**src/rtl/axioma_gpio_pkg.sv**
```systemverilog
// rtl/axioma_gpio_pkg.sv - shared constants and address-map check for the GPIO/pin-change block
package axioma_gpio_pkg;

    localparam logic [5:0] DEF_PORT_BASE  = 6'h23;
    localparam logic [5:0] DEF_PCMSK_BASE = 6'h2C;
    localparam logic [5:0] DEF_PCICR_ADDR = 6'h2F;
    localparam logic [5:0] DEF_PCIFR_ADDR = 6'h3B;

    localparam int OFF_PIN  = 0;
    localparam int OFF_DDR  = 1;
    localparam int OFF_PORT = 2;

    localparam int MAX_PORTS = 8;
    localparam int MAX_WIDTH = 8;

    // True when every register address fits in the 6-bit space and no two collide.
    function automatic bit addr_map_ok(input int port_base, input int pcmsk_base,
                                       input int pcicr_addr, input int pcifr_addr,
                                       input int num_ports);
        logic [63:0] used;
        bit          ok;
        int          a;
        used = '0;
        ok   = 1'b1;
        for (int i = 0; i < 3 * num_ports; i++) begin
            a = port_base + i;
            if (a > 63 || used[a]) ok = 1'b0;
            else used[a] = 1'b1;
        end
        for (int i = 0; i < num_ports; i++) begin
            a = pcmsk_base + i;
            if (a > 63 || used[a]) ok = 1'b0;
            else used[a] = 1'b1;
        end
        if (pcicr_addr > 63 || used[pcicr_addr]) ok = 1'b0;
        else used[pcicr_addr] = 1'b1;
        if (pcifr_addr > 63 || used[pcifr_addr]) ok = 1'b0;
        return ok;
    endfunction

endpackage

```
**src/rtl/axioma_gpio_pcint_if.sv**
```systemverilog
// rtl/axioma_gpio_pcint_if.sv - CPU I/O register bus seen by the GPIO block
interface axioma_gpio_pcint_if;
    logic [5:0] io_addr;
    logic [7:0] io_data_in;
    logic [7:0] io_data_out;
    logic       io_read;
    logic       io_write;

    modport master (output io_addr, output io_data_in, output io_read, output io_write,
                    input  io_data_out);
    modport slave  (input  io_addr, input  io_data_in, input  io_read, input  io_write,
                    output io_data_out);
endinterface

```
**src/rtl/axioma_gpio_sync.sv**
```systemverilog
// rtl/axioma_gpio_sync.sv - multi-flop pad synchroniser with one-cycle change detect
module axioma_gpio_sync #(
    parameter int WIDTH  = 8,
    parameter int STAGES = 2
) (
    input  logic             clk,
    input  logic             reset_n,
    input  logic [WIDTH-1:0] pin,
    output logic [WIDTH-1:0] sync,
    output logic [WIDTH-1:0] chg
);

    logic [WIDTH-1:0] stg_q [STAGES];
    logic [WIDTH-1:0] prev_q;

    always_ff @(posedge clk or negedge reset_n) begin
        if (!reset_n) begin
            for (int i = 0; i < STAGES; i++) stg_q[i] <= '0;
            prev_q <= '0;
        end else begin
            stg_q[0] <= pin;
            for (int i = 1; i < STAGES; i++) stg_q[i] <= stg_q[i-1];
            prev_q <= stg_q[STAGES-1];
        end
    end

    assign sync = stg_q[STAGES-1];
    assign chg  = stg_q[STAGES-1] ^ prev_q;

endmodule

```
**src/rtl/axioma_gpio_pcint.sv**
```systemverilog
// rtl/axioma_gpio_pcint.sv - parametrised GPIO ports with AVR pin-change interrupts
module axioma_gpio_pcint
    import axioma_gpio_pkg::*;
#(
    parameter int         NUM_PORTS   = 3,
    parameter int         PORT_WIDTH  = 8,
    parameter int         SYNC_STAGES = 2,
    parameter logic [5:0] PORT_BASE   = DEF_PORT_BASE,
    parameter logic [5:0] PCMSK_BASE  = DEF_PCMSK_BASE,
    parameter logic [5:0] PCICR_ADDR  = DEF_PCICR_ADDR,
    parameter logic [5:0] PCIFR_ADDR  = DEF_PCIFR_ADDR
) (
    input  logic                            clk,
    input  logic                            reset_n,
    axioma_gpio_pcint_if.slave              bus,
    input  logic [NUM_PORTS*PORT_WIDTH-1:0] pin_in,
    output logic [NUM_PORTS*PORT_WIDTH-1:0] port_out,
    output logic [NUM_PORTS*PORT_WIDTH-1:0] ddr_out,
    output logic [NUM_PORTS-1:0]            pcint_irq,
    input  logic [NUM_PORTS-1:0]            pcint_ack
);

    if (NUM_PORTS < 1 || NUM_PORTS > MAX_PORTS || PORT_WIDTH < 1 || PORT_WIDTH > MAX_WIDTH ||
        SYNC_STAGES < 2 ||
        !addr_map_ok(int'(PORT_BASE), int'(PCMSK_BASE), int'(PCICR_ADDR), int'(PCIFR_ADDR),
                     NUM_PORTS)) begin : g_bad_cfg
        $error("axioma_gpio_pcint: illegal parameters or overlapping register map");
    end

    logic [PORT_WIDTH-1:0]  wdata;
    logic [NUM_PORTS*8-1:0] rd_vec;
    logic [NUM_PORTS-1:0]   pc_set;
    logic [NUM_PORTS-1:0]   pc_clr;
    logic [NUM_PORTS-1:0]   pcicr_q;
    logic [NUM_PORTS-1:0]   pcifr_q;
    logic                   sel_icr;
    logic                   sel_ifr;
    logic [7:0]             rd_data;

    assign wdata   = bus.io_data_in[PORT_WIDTH-1:0];
    assign sel_icr = (bus.io_addr == PCICR_ADDR);
    assign sel_ifr = (bus.io_addr == PCIFR_ADDR);

    for (genvar k = 0; k < NUM_PORTS; k++) begin : g_port
        localparam logic [5:0] A_PIN  = 6'(int'(PORT_BASE) + 3 * k + OFF_PIN);
        localparam logic [5:0] A_DDR  = 6'(int'(PORT_BASE) + 3 * k + OFF_DDR);
        localparam logic [5:0] A_PORT = 6'(int'(PORT_BASE) + 3 * k + OFF_PORT);
        localparam logic [5:0] A_MSK  = 6'(int'(PCMSK_BASE) + k);

        logic [PORT_WIDTH-1:0] port_q, ddr_q, msk_q, sync_k, chg_k;
        logic                  sel_pin, sel_ddr, sel_port, sel_msk;

        assign sel_pin  = (bus.io_addr == A_PIN);
        assign sel_ddr  = (bus.io_addr == A_DDR);
        assign sel_port = (bus.io_addr == A_PORT);
        assign sel_msk  = (bus.io_addr == A_MSK);

        axioma_gpio_sync #(
            .WIDTH  (PORT_WIDTH),
            .STAGES (SYNC_STAGES)
        ) u_sync (
            .clk     (clk),
            .reset_n (reset_n),
            .pin     (pin_in[k*PORT_WIDTH +: PORT_WIDTH]),
            .sync    (sync_k),
            .chg     (chg_k)
        );

        // Writing PIN toggles PORT, matching AVR behaviour; PIN itself is read-only.
        always_ff @(posedge clk or negedge reset_n) begin
            if (!reset_n) begin
                port_q <= '0;
                ddr_q  <= '0;
                msk_q  <= '0;
            end else if (bus.io_write) begin
                if (sel_port)     port_q <= wdata;
                else if (sel_pin) port_q <= port_q ^ wdata;
                if (sel_ddr)      ddr_q  <= wdata;
                if (sel_msk)      msk_q  <= wdata;
            end
        end

        assign port_out[k*PORT_WIDTH +: PORT_WIDTH] = port_q;
        assign ddr_out[k*PORT_WIDTH +: PORT_WIDTH]  = ddr_q;
        // Uses the registered mask, so a same-cycle PCMSK write sees the old value.
        assign pc_set[k] = |(chg_k & msk_q);
        assign rd_vec[k*8 +: 8] = sel_pin  ? 8'(sync_k) :
                                  sel_ddr  ? 8'(ddr_q)  :
                                  sel_port ? 8'(port_q) :
                                  sel_msk  ? 8'(msk_q)  : 8'h00;
    end

    assign pc_clr = ((bus.io_write && sel_ifr) ? bus.io_data_in[NUM_PORTS-1:0] : '0) | pcint_ack;

    // Set has priority over W1C and acknowledge so a change arriving during a clear is kept.
    always_ff @(posedge clk or negedge reset_n) begin
        if (!reset_n) begin
            pcicr_q <= '0;
            pcifr_q <= '0;
        end else begin
            if (bus.io_write && sel_icr) pcicr_q <= bus.io_data_in[NUM_PORTS-1:0];
            pcifr_q <= (pcifr_q & ~pc_clr) | pc_set;
        end
    end

    assign pcint_irq = pcifr_q & pcicr_q;

    always_comb begin
        rd_data = 8'h00;
        for (int k = 0; k < NUM_PORTS; k++) rd_data = rd_data | rd_vec[k*8 +: 8];
        if (sel_icr) rd_data = rd_data | 8'(pcicr_q);
        if (sel_ifr) rd_data = rd_data | 8'(pcifr_q);
    end

    assign bus.io_data_out = bus.io_read ? rd_data : 8'h00;

endmodule

```
**src/flat_wrapper.sv**
```systemverilog
// flat-port wrapper written by rule: the top's interface ports become plain ports
module axioma_gpio_pcint_flat import axioma_gpio_pkg::*;
#(
    parameter int         NUM_PORTS   = 3,
    parameter int         PORT_WIDTH  = 8,
    parameter int         SYNC_STAGES = 2,
    parameter logic [5:0] PORT_BASE   = DEF_PORT_BASE,
    parameter logic [5:0] PCMSK_BASE  = DEF_PCMSK_BASE,
    parameter logic [5:0] PCICR_ADDR  = DEF_PCICR_ADDR,
    parameter logic [5:0] PCIFR_ADDR  = DEF_PCIFR_ADDR
)
  (clk, reset_n, pin_in, port_out, ddr_out, pcint_irq, pcint_ack, bus_io_addr, bus_io_data_in, bus_io_read, bus_io_write, bus_io_data_out);
  axioma_gpio_pcint_if bus_i ();
  input  logic clk;
  input  logic reset_n;
  input  logic [NUM_PORTS*PORT_WIDTH-1:0] pin_in;
  output logic [NUM_PORTS*PORT_WIDTH-1:0] port_out;
  output logic [NUM_PORTS*PORT_WIDTH-1:0] ddr_out;
  output logic [NUM_PORTS-1:0] pcint_irq;
  input  logic [NUM_PORTS-1:0] pcint_ack;
  input wire logic [$bits(bus_i.io_addr)-1:0] bus_io_addr;
  input wire logic [$bits(bus_i.io_data_in)-1:0] bus_io_data_in;
  input wire logic [$bits(bus_i.io_read)-1:0] bus_io_read;
  input wire logic [$bits(bus_i.io_write)-1:0] bus_io_write;
  output wire logic [$bits(bus_i.io_data_out)-1:0] bus_io_data_out;
  assign bus_i.io_addr = bus_io_addr;
  assign bus_i.io_data_in = bus_io_data_in;
  assign bus_i.io_read = bus_io_read;
  assign bus_i.io_write = bus_io_write;
  assign bus_io_data_out = bus_i.io_data_out;
  axioma_gpio_pcint #(.NUM_PORTS(NUM_PORTS), .PORT_WIDTH(PORT_WIDTH), .SYNC_STAGES(SYNC_STAGES), .PORT_BASE(PORT_BASE), .PCMSK_BASE(PCMSK_BASE), .PCICR_ADDR(PCICR_ADDR), .PCIFR_ADDR(PCIFR_ADDR)) u_core (.clk(clk), .reset_n(reset_n), .bus(bus_i), .pin_in(pin_in), .port_out(port_out), .ddr_out(ddr_out), .pcint_irq(pcint_irq), .pcint_ack(pcint_ack));
endmodule
```
**config.mk**
```make
export PLATFORM = sky130hd
export DESIGN_NAME = axioma_gpio_pcint_flat
export DESIGN_NICKNAME = d
export VERILOG_FILES = /design/src/rtl/axioma_gpio_pkg.sv /design/src/rtl/axioma_gpio_pcint_if.sv /design/src/rtl/axioma_gpio_sync.sv /design/src/rtl/axioma_gpio_pcint.sv /design/src/flat_wrapper.sv
export SDC_FILE = /design/constraint.sdc
export NUM_CORES = 1
export LEC_CHECK = 0
export CORE_AREA = 5 5 119 234
export DETAILED_ROUTE_END_ITERATION = 8
export DIE_AREA = 0 0 124 239
export PLACE_DENSITY = 0.5
export SKIP_LAST_GASP = 1
export SYNTH_ARGS = -nofsm -noshare
export SYNTH_HDL_FRONTEND = slang
export SYNTH_SLANG_ARGS = --single-unit
```
**constraint.sdc**
```tcl
create_clock -name clk -period 5.2 [get_ports clk]
set_input_delay 1.56 -clock clk [delete_from_list [all_inputs] [get_ports clk]]
set_output_delay 1.56 -clock clk [all_outputs]
set_load 0.02 [all_outputs]
```
# After elaboration in Yosys (flattened, before gate mapping)
# Cells that the tools add are included.
classes:
  n_eq_ne: 14
  muxes: 22
  bitwise_logic: 18
  reduce_logical: 17
op_table:
  columns: ["operator", "count"]
  rows:
  - ["$mux 8", 21]
  - ["$eq 6x6->1 const B", 14]
  - ["$xor 8x8->8", 6]
  - ["$and 8x8->8", 3]
  - ["$reduce_or 8->1", 3]
  - ["$reduce_and 2->1", 9]
  - ["$or 8x3->8", 2]
  - ["$or 8x8->8", 2]
  - ["$and 3x3->3", 2]
  - ["$or 3x3->3", 2]
  - ["$reduce_bool 2->1", 3]
  - ["$mux 3", 1]
  - ["$not 3->3", 1]
  - ["$logic_and 1x1->1", 2]
totals:
  ff_bits: 150
  inputBits: 45
  out_inout_bits: 59

# Depth between registers and ports, before layout
# Gate-level depths: netlist (run 1).
depth:
  word_depth: 12
  mapped_depth: 8
  ltp_nobuf: 5

# Hierarchy
# Synthesis (run 1) repeated with hierarchy kept, for this count alone.
hier_totals:
  hier_cells: 540
  area_unflattened_um2: 6541.3
modules_own_cells:
  columns: ["module", "instances", "cells_per_inst", "area_per_inst_um2", "seq_area_each_um2"]
  rows:
  - ["axioma_gpio_pcint", 1, 420, 4349.2, 1951.9]
  - ["axioma_gpio_sync", 3, 40, 730.7, 600.6]

# Least setup slack after synthesis (run 1)
# OpenSTA, ideal clock, no wires.
synth_timing:
  kind: "input port to output port"
  from: "input bus_io_addr[2]"
  to: "output bus_io_data_out[3]"
  arrival_time_ns: 3.036
  t_required_ns: 3.640
  path_slack_ns: 0.604
  stages: 8
  n_path_buf: 3
  path_cell_list: "buf_2 and4bb_1 buf_6 and2_4 buf_6 a222oi_1 nand2_1 a221o_1"
synth_via:
  elab_chain_len: 12
  word_cells_on_any_way: 33
  classes_between: "eq/ne: 14; mux: 15; bitwise: 4"
synth_rtl:
  columns: ["item", "line_no", "source"]
  rows:
  - ["from (decl)", "flat_wrapper.sv:21", "input wire logic [$bits(bus_i.io_addr)-1:0] bus_io_addr;"]
  - ["$eq 6x6->1", "axioma_gpio_pcint.sv:56", "assign sel_msk = (bus.io_addr == A_MSK);"]
  - ["$mux 8", "axioma_gpio_pcint.sv:90", "sel_msk ? 8'(msk_q) : 8'h00;"]
  - ["$mux 8", "axioma_gpio_pcint.sv:89", "sel_port ? 8'(port_q) :"]
  - ["$mux 8", "axioma_gpio_pcint.sv:88", "sel_ddr ? 8'(ddr_q) :"]
  - ["$mux 8", "axioma_gpio_pcint.sv:87", "assign rd_vec[k*8 +: 8] = sel_pin ? 8'(sync_k) :"]
  - ["$or 8x8->8 (2 in a row)", "axioma_gpio_pcint.sv:110", "for (int k = 0; k < NUM_PORTS; k++) rd_data = rd_data | rd_vec[k*8 +: 8];"]
  - ["$or 8x3->8", "axioma_gpio_pcint.sv:111", "if (sel_icr) rd_data = rd_data | 8'(pcicr_q);"]
  - ["$mux 8", "axioma_gpio_pcint.sv:111", null]
  - ["$or 8x3->8", "axioma_gpio_pcint.sv:112", "if (sel_ifr) rd_data = rd_data | 8'(pcifr_q);"]
  - ["$mux 8 *", "axioma_gpio_pcint.sv:112", null]
  - ["$mux 8 *", "axioma_gpio_pcint.sv:115", "assign bus.io_data_out = bus.io_read ? rd_data : 8'h00;"]
  - ["to (decl)", "flat_wrapper.sv:25", "output wire logic [$bits(bus_i.io_data_out)-1:0] bus_io_data_out;"]
# Mark *: on every way between the ends. The rest lies on a longest branch, timed or not.

# Worst setup path after layout (run 1)
layout_timing:
  from: "input bus_io_addr[1]"
  to: "output bus_io_data_out[3]"
# The elaborated chain is that of the path after synthesis.

==> metrics.cfg, run 1 <==
[timing]
fin_crit_ns = 5.125
finalHoldViolations = 0
relSlewSlack = 0.3970
rsz0062_at_grt = true
clock_skew_ns = 0.01118
worst_slack_ns = 0.07477
slew_violations = 0
period_share = 0.9856
worst_slew_pin_slew_ns = 0.9046
fmax_mhz = 195.1
finalSetupViolations = 0

[clocking]
cts_tree = built
clk_transition_reported_paths_ns = 0.06
cts-htree-levels = 4
clockRootBuffer = clkbuf_16
cts_hold_buf = 0
clkSinkCount = 150
clkLatencyLatePin_ns = 0.42
cts_buffers = 17
clockBufferDepth = 2

[synthesis]
post-synth-top-area-fraction = 0.5907
synth_area_leaders = dfrtp_1 (59%), mux2_2 (9.0%), xor2_1 (4.3%)
syn-instance-count = 530
synth.largest_area_cell = dfrtp_1
avgSynthCellArea_um2 = 11.99
synth_common_cells = dfrtp_1 (150), mux2_2 (51), nand2_1 (43)
async_reset_ff_frac = 1.000
synth.distinct_cells = 48
synth.most_common_cell = dfrtp_1
ys_seq_area_frac = 0.5907
synth-seq-cells = 150
synth_nets = 575
syn_area_um2 = 6355
yosys_warnings = 0
synth-edff-count = 0
synth_flop_cell = dfrtp_1

[die]
start_util = 0.2448
core_area_um2 = 25960
rows = 84
die_w_um = 124
pin_count = 104
die_h_um = 239
die_area_um2 = 29640

[layout]
multi_input_area_um2 = 2457
ff_latch_area_um2 = 3754
syn2layout_area_growth_pct = 36.76
finish.net_count = 719
stdcell_count = 1031
fin_area_um2 = 8691
num_antenna_cells = 0
drive_gt1_frac = 0.2329
num-fill-cells = 2658

[place]
dp_slack_ns = -0.5638
placedInstanceArea_um2 = 8040
place_congestion = 0.8671
io_buffers = 103
dp_cells = 997
dp_hpwl_mm = 15.33

[global_route]
antenna_found_initial = 0
grt.overflow.total = 0
grtUsageTotal = 0.1437
grt_pass1_vias = 4951
grt_max_degree = 102
grt_pass1_wl_mm = 31.17

[worst_setup_path]
cpPeakStageDelay_ns = 0.52
regToRegSetupSlack_ns = 3.85
cp_slowest_cell = a222oi_1
cp.arrival_ns = 3.57
worst-r2r-cell-count = 4
r2r_start = u_core.g_port[2].u_sync.sync[1]
crit_required_ns = 3.64
cp-start-kind = primary input
r2r-end = u_core.pcifr_q[2]
worstPathCellList = dlygate4sd2_1 > buf_4 > nor2b_2 > and2_4 > a222oi_1 > nand2_1 > a221o_1 > buf_6
criticalPathCategory = in -> out
path_max_fanout = 6
end_kind = output port

[worst_hold_path]
whs_path_depth = 0
hold_end = u_core.g_port[1].u_sync.sync[1]
hold_class = reg -> reg
hp-start = u_core.g_port[1].u_sync.stg_q[9]

[detailed_routing]
wl_mm = 20.80
dr.pass1.iters = 5
antenna_left = 0
first_iter_violations = 338
wl_per_cell_um = 20.17
vias = 4787
via_per_inst = 4.643
drc_errors = 0

[outcome]
status = finished clean

[run]
cap_violations = 0

[pwr]
p_total_mw = 3.072
vdd_drop_max_mv = 0.1859
p_leak_nw = 3.728
powerDensity_nw_per_um2 = 353.4

[logic make-up after synthesis]
logic type | synth area share
XOR/XNOR | 0.04410
flip-flops | 0.5907
AO/OA/AOI/OAI | 0.1319
buffers and inverters | 0.02993
multiplexers | 0.09037
AND/OR/NAND/NOR | 0.1130
[how the worst max path moves through the flow]
stage | startpoint | to | slack (ns) | cells past startpoint
4_1_cts | bus_io_addr[0] | bus_io_data_out[5] | 0.007 | 8
5_1_grt | bus_io_addr[1] | bus_io_data_out[3] | 0.002 | 8
3_3_place_gp | bus_io_addr[4] | bus_io_data_out[3] | -0.58 | 8
6_report | bus_io_addr[1] | bus_io_data_out[3] | 0.07 | 8
3_5_place_dp | bus_io_addr[4] | bus_io_data_out[4] | -0.56 | 8
2_1_floorplan | bus_io_addr[2] | bus_io_data_out[3] | 0.60 | 8
[metal layers]
metal / GRT usage / part of all wire
met1: 0.1911 / 0.43
met2: 0.2371 / 0.49
met3: 0.02628 / 0.062
met4: 0.04255 / 0.013
met5: 0 / 0
[registers in the layout, summed over array words and instances (netlist names)]
| signal | flops |
|---|---|
| u_core.g_port.ddr_q | 24 |
| u_core.g_port.msk_q | 24 |
| u_core.g_port.port_q | 24 |
| u_core.g_port.u_sync.prev_q | 24 |
| u_core.g_port.u_sync.stg_q | 24 |
| u_core.g_port.u_sync.sync | 24 |
| u_core.pcicr_q | 3 |
| u_core.pcifr_q | 3 |
[critical path, delay by kind of cell]
family                 cells  cell delay (ns)
and+or+nand+nor            3             0.47
buffers and inverters      3             0.64
AOI/OAI and AO/OA          2             0.89
[final cells by class]
type / instances / area share
flip-flops and latches: 150 / 0.4319
multi-input cells: 340 / 0.2828
repair buffers: 155 / 0.1637
well taps: 344 / 0.04952
clock buffers: 17 / 0.04895
clock inverters: 15 / 0.01886
inverters: 10 / 0.004319
[through the flow]
stage | hold slack, ns | utilization | TNS [ns]
global route | 0.3532 | 0.3348 | 0
global placement | 0.3320 | 0.3097 | -3.884
CTS | 0.3450 | 0.3332 | 0
floorplan | 0.3312 | - | 0
detailed placement | 0.3347 | 0.3097 | -3.903
finish | 0.3437 | 0.3348 | 0
[power breakdown]
| part | leakage [nW] | switching, mW | total [mW] | internal [mW] |
|---|---|---|---|---|
| Sequential | 1.87 | 0.112 | 1.39 | 1.28 |
| Combinational | 1.57 | 0.228 | 0.452 | 0.224 |
| Clock | 0.285 | 0.548 | 1.23 | 0.682 |
[layout by cell type, fill, tap and decap left out, types with 8 or more instances in the layout]
cell,instances
clkbuf_16,17
buf_4,50
clkdlybuf4s50_1,88
a221oi_1,11
nand2b_1,8
a22oi_1,11
nor2b_1,9
inv_1,10
xor2_1,31
a21oi_1,27
mux2_2,51
nand3_1,10
o21ai_0,14
nand2_1,42
a311oi_1,14
nor2_1,36
dfrtp_1,150
[repair_timing]
item	CTS	global route
resized for setup	46	8
pin swaps	3	3
buffers inserted	0	2
endpoints found under the setup margin	8	8
No activity file was read; power rests on OpenSTA's default activity.
==> run 2: changes to the inputs <==
- SLEW_MARGIN: not set -> 25
==> results of run 2 <==
Final layout, timing and power as in run 1 (identical DEF).
